### src/rtl/ps2_led_ctrl_if.sv
// Byte-level link between the LED sequencer, the PS/2 receiver/transmitter pair
// and the keyboard decoder. The master modport is the sequencer side.
interface ps2_led_ctrl_if;
    logic       rx_valid;
    logic [7:0] rx_data;
    logic       dec_ena;
    logic       tx_req;
    logic [7:0] tx_data;
    logic       tx_busy;
    logic       tx_done;
    logic       tx_err;

    modport master (
        input  rx_valid,
        input  rx_data,
        input  tx_busy,
        input  tx_done,
        input  tx_err,
        output dec_ena,
        output tx_req,
        output tx_data
    );

    modport slave (
        output rx_valid,
        output rx_data,
        output tx_busy,
        output tx_done,
        output tx_err,
        input  dec_ena,
        input  tx_req,
        input  tx_data
    );
endinterface

### src/rtl/ps2_led_ctrl.sv
// PS/2 keyboard LED sequencer. Sends 0xED + LED byte whenever the lock state
// differs from the last committed value, swallows the keyboard's 0xFA/0xFE
// replies, and retries on resend, transmit error or reply timeout.
// Optional build macro PS2_LED_RETRY_EN: when defined each byte is retried up to
// MAX_RETRY times; when undefined any failure abandons the transaction at once.
module ps2_led_ctrl #(
    parameter int unsigned TIMEOUT   = 480000,
    parameter int unsigned TO_W      = 20,
    parameter int unsigned MAX_RETRY = 3
) (
    input  logic                  clk,
    input  logic                  rst,
    input  logic                  caps_lock,
    input  logic                  num_lock,
    input  logic                  scroll_lock,
    ps2_led_ctrl_if.master        bus,
    output logic                  busy,
    output logic                  err
);

    localparam logic [7:0] CMD_LED = 8'hED;
    localparam logic [7:0] RSP_ACK = 8'hFA;
    localparam logic [7:0] RSP_RES = 8'hFE;

    // Elaboration-time parameter sanity checks
    if ((64'd1 << TO_W) <= 64'(TIMEOUT)) begin : g_bad_to_w
        $error("TO_W too narrow to hold TIMEOUT");
    end
    if (TIMEOUT == 0) begin : g_bad_timeout
        $error("TIMEOUT must be non-zero");
    end
    if (MAX_RETRY > 255) begin : g_bad_retry
        $error("MAX_RETRY must fit in 8 bits");
    end

    typedef enum logic [2:0] {
        StIdle,
        StSendCmd,
        StWaitAck1,
        StSendLed,
        StWaitAck2
    } state_t;

    state_t            state;
    logic [2:0]        leds;
    logic [2:0]        sent;
    logic [2:0]        snap;
    logic [TO_W-1:0]   timer;
    logic              req_pend;
    logic              consume;
    logic              step_ok;
    logic              step_fail;
    logic              can_retry;

`ifdef PS2_LED_RETRY_EN
    logic [7:0]        retry;
    assign can_retry = (retry < 8'(MAX_RETRY));
`else
    assign can_retry = 1'b0;
`endif

    assign leds = {caps_lock, num_lock, scroll_lock};

    // Request is gated live by tx_busy so it can never be raised while the
    // transmitter is busy, even if busy rises without warning.
    assign bus.tx_req = req_pend & ~bus.tx_busy;

    // Keyboard replies are swallowed only while a reply is expected
    always_comb begin
        consume = 1'b0;
        if ((state == StWaitAck1) || (state == StWaitAck2)) begin
            consume = (bus.rx_data == RSP_ACK) || (bus.rx_data == RSP_RES);
        end
    end

    assign bus.dec_ena = bus.rx_valid & ~consume;

    // Per-state success/failure decode; tx_err beats tx_done, a reply beats timeout
    always_comb begin
        step_ok   = 1'b0;
        step_fail = 1'b0;
        unique case (state)
            StSendCmd, StSendLed: begin
                if (!req_pend) begin
                    if (bus.tx_err) begin
                        step_fail = 1'b1;
                    end else if (bus.tx_done) begin
                        step_ok = 1'b1;
                    end
                end
            end
            StWaitAck1, StWaitAck2: begin
                if (bus.rx_valid && (bus.rx_data == RSP_ACK)) begin
                    step_ok = 1'b1;
                end else if (bus.rx_valid && (bus.rx_data == RSP_RES)) begin
                    step_fail = 1'b1;
                end else if (timer == TO_W'(TIMEOUT - 1)) begin
                    step_fail = 1'b1;
                end
            end
            default: ;
        endcase
    end

    // Transaction sequencer with registered outputs
    always_ff @(posedge clk or posedge rst) begin
        if (rst) begin
            state       <= StIdle;
            bus.tx_data <= 8'h00;
            busy        <= 1'b0;
            err         <= 1'b0;
            timer       <= '0;
            sent        <= 3'b000;
            snap        <= 3'b000;
            req_pend    <= 1'b0;
`ifdef PS2_LED_RETRY_EN
            retry       <= 8'd0;
`endif
        end else begin
            err <= 1'b0;
            if (bus.tx_req) begin
                req_pend <= 1'b0;
            end

            unique case (state)
                StIdle: begin
                    if (leds != sent) begin
                        snap        <= leds;
                        state       <= StSendCmd;
                        busy        <= 1'b1;
                        bus.tx_data <= CMD_LED;
                        req_pend    <= 1'b1;
`ifdef PS2_LED_RETRY_EN
                        retry       <= 8'd0;
`endif
                    end
                end
                StSendCmd, StSendLed: begin
                    if (step_ok) begin
                        state <= (state == StSendCmd) ? StWaitAck1 : StWaitAck2;
                        timer <= '0;
                    end
                end
                StWaitAck1: begin
                    timer <= timer + TO_W'(1);
                    if (step_ok) begin
                        state       <= StSendLed;
                        bus.tx_data <= {5'b00000, snap};
                        req_pend    <= 1'b1;
`ifdef PS2_LED_RETRY_EN
                        retry       <= 8'd0;
`endif
                    end
                end
                StWaitAck2: begin
                    timer <= timer + TO_W'(1);
                    if (step_ok) begin
                        sent  <= snap;
                        busy  <= 1'b0;
                        state <= StIdle;
                    end
                end
                default: state <= StIdle;
            endcase

            // Fail path: resend the same byte, or give up and commit snap so a
            // dead keyboard cannot cause an endless stream of attempts.
            if (step_fail) begin
                if (can_retry) begin
`ifdef PS2_LED_RETRY_EN
                    retry <= retry + 8'd1;
`endif
                    req_pend <= 1'b1;
                    state    <= ((state == StSendCmd) || (state == StWaitAck1)) ?
                                StSendCmd : StSendLed;
                end else begin
                    err   <= 1'b1;
                    sent  <= snap;
                    busy  <= 1'b0;
                    state <= StIdle;
                end
            end
        end
    end

endmodule

### src/flat_wrapper.sv
// flat-port wrapper written by rule: the top's interface ports become plain ports
module ps2_led_ctrl_flat 
#(
    parameter int unsigned TIMEOUT   = 480000,
    parameter int unsigned TO_W      = 20,
    parameter int unsigned MAX_RETRY = 3
)
  (clk, rst, caps_lock, num_lock, scroll_lock, busy, err, bus_rx_valid, bus_rx_data, bus_tx_busy, bus_tx_done, bus_tx_err, bus_dec_ena, bus_tx_req, bus_tx_data);
  ps2_led_ctrl_if bus_i ();
  input  logic clk;
  input  logic rst;
  input  logic caps_lock;
  input  logic num_lock;
  input  logic scroll_lock;
  output logic busy;
  output logic err;
  input wire logic [$bits(bus_i.rx_valid)-1:0] bus_rx_valid;
  input wire logic [$bits(bus_i.rx_data)-1:0] bus_rx_data;
  input wire logic [$bits(bus_i.tx_busy)-1:0] bus_tx_busy;
  input wire logic [$bits(bus_i.tx_done)-1:0] bus_tx_done;
  input wire logic [$bits(bus_i.tx_err)-1:0] bus_tx_err;
  output wire logic [$bits(bus_i.dec_ena)-1:0] bus_dec_ena;
  output wire logic [$bits(bus_i.tx_req)-1:0] bus_tx_req;
  output wire logic [$bits(bus_i.tx_data)-1:0] bus_tx_data;
  assign bus_i.rx_valid = bus_rx_valid;
  assign bus_i.rx_data = bus_rx_data;
  assign bus_i.tx_busy = bus_tx_busy;
  assign bus_i.tx_done = bus_tx_done;
  assign bus_i.tx_err = bus_tx_err;
  assign bus_dec_ena = bus_i.dec_ena;
  assign bus_tx_req = bus_i.tx_req;
  assign bus_tx_data = bus_i.tx_data;
  ps2_led_ctrl #(.TIMEOUT(TIMEOUT), .TO_W(TO_W), .MAX_RETRY(MAX_RETRY)) u_core (.clk(clk), .rst(rst), .caps_lock(caps_lock), .num_lock(num_lock), .scroll_lock(scroll_lock), .bus(bus_i), .busy(busy), .err(err));
endmodule
### config.mk
export PLATFORM = sky130hd
export DESIGN_NAME = ps2_led_ctrl_flat
export DESIGN_NICKNAME = d
export VERILOG_FILES = /design/src/rtl/ps2_led_ctrl_if.sv /design/src/rtl/ps2_led_ctrl.sv /design/src/flat_wrapper.sv
export SDC_FILE = /design/constraint.sdc
export NUM_CORES = 1
export LEC_CHECK = 0
export ABC_AREA = 1
export CAP_MARGIN = 20
export CORE_MARGIN = 5
export CORE_UTILIZATION = 24
export DETAILED_ROUTE_END_ITERATION = 12
export SLEW_MARGIN = 30
export SYNTH_ARGS = -nofsm -noshare
export SYNTH_HDL_FRONTEND = slang
export SYNTH_SLANG_ARGS = --single-unit
### constraint.sdc
create_clock -name clk -period 1.99 [get_ports clk]
set_clock_uncertainty 0.15 [all_clocks]
set_input_delay 0.2985 -clock clk [delete_from_list [all_inputs] [get_ports clk]]
set_output_delay 0.2985 -clock clk [all_outputs]
set_load 0.005 [all_outputs]
==> flow_summary.ini <==
[finish]
finalNonFillerCells = 474
fin_util = 0.3124
fillers = 989
drive_above_1_share = 0.2000
syn_to_final_growth_pct = 26.97
seq_area_um2 = 902.1
multi_input_area_um2 = 1172
stdcell_area_um2 = 2887
antenna_cells = 0
fin_nets = 362

[routing]
postRouteAntennaNets = 0
firstDrtPassIters = 4
wl_per_cell_um = 11.37
viasPerCell = 4.361
vias = 2067
drt-total-wl_um = 5391
drtIter0Drc = 75
drc = 0

[worst_setup_path]
critPathMaxStageDelay_ns = 0.45
critPathTopFamily = buffers and inverters
worst-endpoint-arrival_ns = 1.43
worst-path-buf-inv = 2
cp.required_ns = 1.54
critPathSlowestCell = clkdlybuf4s50_1
path_max_fanout = 2
cp-start-kind = input pin
end_kind = output pin
timing.critical_path.mode_cell = nand2_1
critPathKind = in -> out
crit_path_cell_trace = clkdlybuf4s50_1 -> nand2_1 -> nor2_2 -> nand2_1 -> nand2_1 -> a21oi_2 -> dlygate4sd2_1

[sta]
fin_crit_sh = 0.9420
fin_crit_ns = 1.875
setup-violations-final = 0
hold_violations = 0
fmax_mhz = 533.5
hold_ws_ns = 0.2718
drv_slew = 0

[synth]
synth-edff-count = 0
ys.flop_type = dfrtp_1
synthCells = 300
synth.distinct_cells = 31
synth-seq-cells = 36
synth_area_leaders = dfrtp_1 (40%), nand2_1 (13%), nor2_1 (5.6%), nand3_1 (4.8%), inv_1 (4.5%)
synth_area_per_cell_um2 = 7.578
netlist_area_um2 = 2273
synth-warning-count = 0
yosysTopAreaCell = dfrtp_1
ys_async_sr_fraction = 1.000
ys_seq_area_frac = 0.3963
synth_nets = 318
synth_top_area_frac = 0.3963

[power]
p_seq_frac = 0.365
power_frac_comb = 0.463
power.density_nw_per_um2 = 1274
leakage_nw = 1.299
clock_power_share = 0.172
worst_ir_drop_vdd_mv = 0.5573
power_mw = 3.676
netSwitchingFraction = 0.4273
power_switching_mw = 1.571
internal_power_mw = 2.105

[floorplanning]
row_count = 35
initial_core_util = 0.2460
pin_count = 29
die_w_um = 107.3
core_um2 = 9240
dieArea_um2 = 11520
die_height_um = 107.3

[clock_tree]
tritoncts = done
cts_max_level = 2
cts_buffer_depth = 2
cts_root_buf = clkbuf_8
path_clk_slew_ns = 0.08
cts_hold_buffers = 0
clock_latency_ns = 0.29
numCtsBuffers = 5
cts_num_sinks = 36

[place]
dp_cells = 465
placed_area_um2 = 2765
io_buffers = 27
dpl.hpwl_um = 4227
gp_congestion = 0.9192

[grt]
grt-ovfl-total = 0
grt_pass1_wl_um = 9501
antenna_found_initial = 0
grt_pass1_vias = 2115
grtUsageTotal = 0.1015
grt_max_degree = 37

[flow_run]
drv_cap = 0

[status]
outcome = completed

[worst_hold_path]
hold_path_class = in -> async
## metrics by stage
step                      TNS (ns)  setup WS (ns)
after floorplan                  0         0.4058
after global placement     -0.2894        -0.1325
after detailed placement   -0.7119        -0.1477
after CTS                        0         0.1104
after global routing      -0.01879       -0.01314
final                            0         0.1154
## sequential cells by signal (all words and copies together), names as in the netlist
name / count
u_core.state: 3
u_core.bus.tx_data: 4
u_core.err: 1
u_core.snap: 3
u_core.busy: 1
u_core.sent: 3
u_core.req_pend: 1
u_core.timer: 20
## final cells by class
| cell class | count | area share |
|---|---|---|
| tap | 129 | 0.05592 |
| sequential | 36 | 0.3125 |
| clock buffer | 6 | 0.02514 |
| clock inverter | 2 | 0.01214 |
| multi-input combinational | 218 | 0.4062 |
| timing repair buffer | 44 | 0.1374 |
| inverter | 39 | 0.05072 |
## layer usage
layer,vias to the layer above,wire length [µm],GRT usage
met1,975,2473,0.1259
met5,-,0,0
li1,1051,-,-
met4,0,71,0.03288
met2,34,2714,0.1747
met3,7,131,0.02160
## worst min-delay path: cells and delay by family
family   cells  cell delay (ns)
buf+inv      3             0.84
## layout by cell type, fill, tap and decap left out
cell type | Yosys | routed
inv_1 | 27 | 27
inv_2 | 12 | 12
xor2_1 | 8 | 8
o21ai_1 | 12 | 12
conb_1 | 1 | 1
nand2_1 | 79 | 78
dlygate4sd2_1 | 0 | 1
nand4_2 | 1 | 1
a21oi_4 | 1 | 1
a21oi_1 | 5 | 4
nand2_2 | 8 | 9
nand3_1 | 22 | 22
nand2_4 | 3 | 3
nor2_2 | 2 | 2
ha_1 | 1 | 1
bufinv_16 | 0 | 1
xnor2_1 | 3 | 3
nand3_2 | 2 | 2
dfrtp_2 | 0 | 1
dfrtp_1 | 36 | 35
a21oi_2 | 0 | 1
clkbuf_1 | 0 | 1
a21o_1 | 1 | 1
clkdlybuf4s50_1 | 0 | 26
nor3_1 | 6 | 6
o32ai_2 | 1 | 1
o22ai_2 | 6 | 6
a41oi_1 | 1 | 1
o22ai_1 | 1 | 1
nor2_1 | 34 | 34
nand4_1 | 10 | 10
a31oi_1 | 1 | 1
clkbuf_8 | 0 | 5
nor2_4 | 1 | 1
buf_4 | 5 | 17
clkinv_2 | 0 | 1
o21ai_0 | 3 | 3
nor3_2 | 5 | 5
## logic make-up (layout without fill, tap and decap cells)
kind of cell | Yosys count | in the layout | share of synthesized area
compound gates | 32 | 32 | 0.1040
xor+xnor | 11 | 11 | 0.04238
fa+ha+maj | 1 | 1 | 0.005503
buf+inv | 46 | 91 | 0.09081
flops | 36 | 36 | 0.3963
other cells | 1 | 1 | 0.001649
simple gates | 173 | 173 | 0.3594
## cells in the mapped netlist, types with 2 or more instances
| cell type | count |
|---|---|
| nand2_4 | 3 |
| o22ai_2 | 6 |
| nor3_2 | 5 |
| nor2_2 | 2 |
| xor2_1 | 8 |
| nand3_1 | 22 |
| nand3_2 | 2 |
| nand4_1 | 10 |
| inv_2 | 12 |
| a21oi_1 | 5 |
| dfrtp_1 | 36 |
| nor2_1 | 34 |
| buf_6 | 2 |
| o21ai_1 | 12 |
| nor3_1 | 6 |
| nand2_1 | 79 |
| buf_4 | 5 |
| xnor2_1 | 3 |
| nand2_2 | 8 |
| o21ai_0 | 3 |
| inv_1 | 27 |
## power groups by stage
stage               Clock, mW  Combinational [mW]  Sequential [mW]
finish                  0.633                1.70             1.34
floorplan                   0                1.25             1.29
detailed placement          0                1.70             1.35
CTS                     0.659                1.72             1.34
global placement            0                1.67             1.35
global route            0.697                1.92             1.39
## final timing paths
path	startpoint	to	slack (ns)	cells past startpoint
setup / recovery	bus_rx_data[1]	bus_dec_ena	0.12	7
hold / removal	rst	u_core.timer[0]$_DFFE_PP0P_	0.27	3
setup reg to reg	u_core.state[2]$_DFFE_PP0P_	u_core.timer[5]$_DFFE_PP0P_	0.27	8
hold reg to reg	u_core.bus.tx_data[2]$_DFFE_PP0P_	u_core.bus.tx_data[2]$_DFFE_PP0P_	0.33	2
max in group asynchronous	rst	u_core.state[2]$_DFFE_PP0P_	1.09	3
min in group clk	u_core.bus.tx_data[2]$_DFFE_PP0P_	u_core.bus.tx_data[2]$_DFFE_PP0P_	0.33	2
## what timing repair did
action                                  4_1_cts  5_1_grt
endpoints found under the setup margin        1        2
setup buffers                                 1        0
resized for setup                             2        2
(Power assumes the default switching activity.)
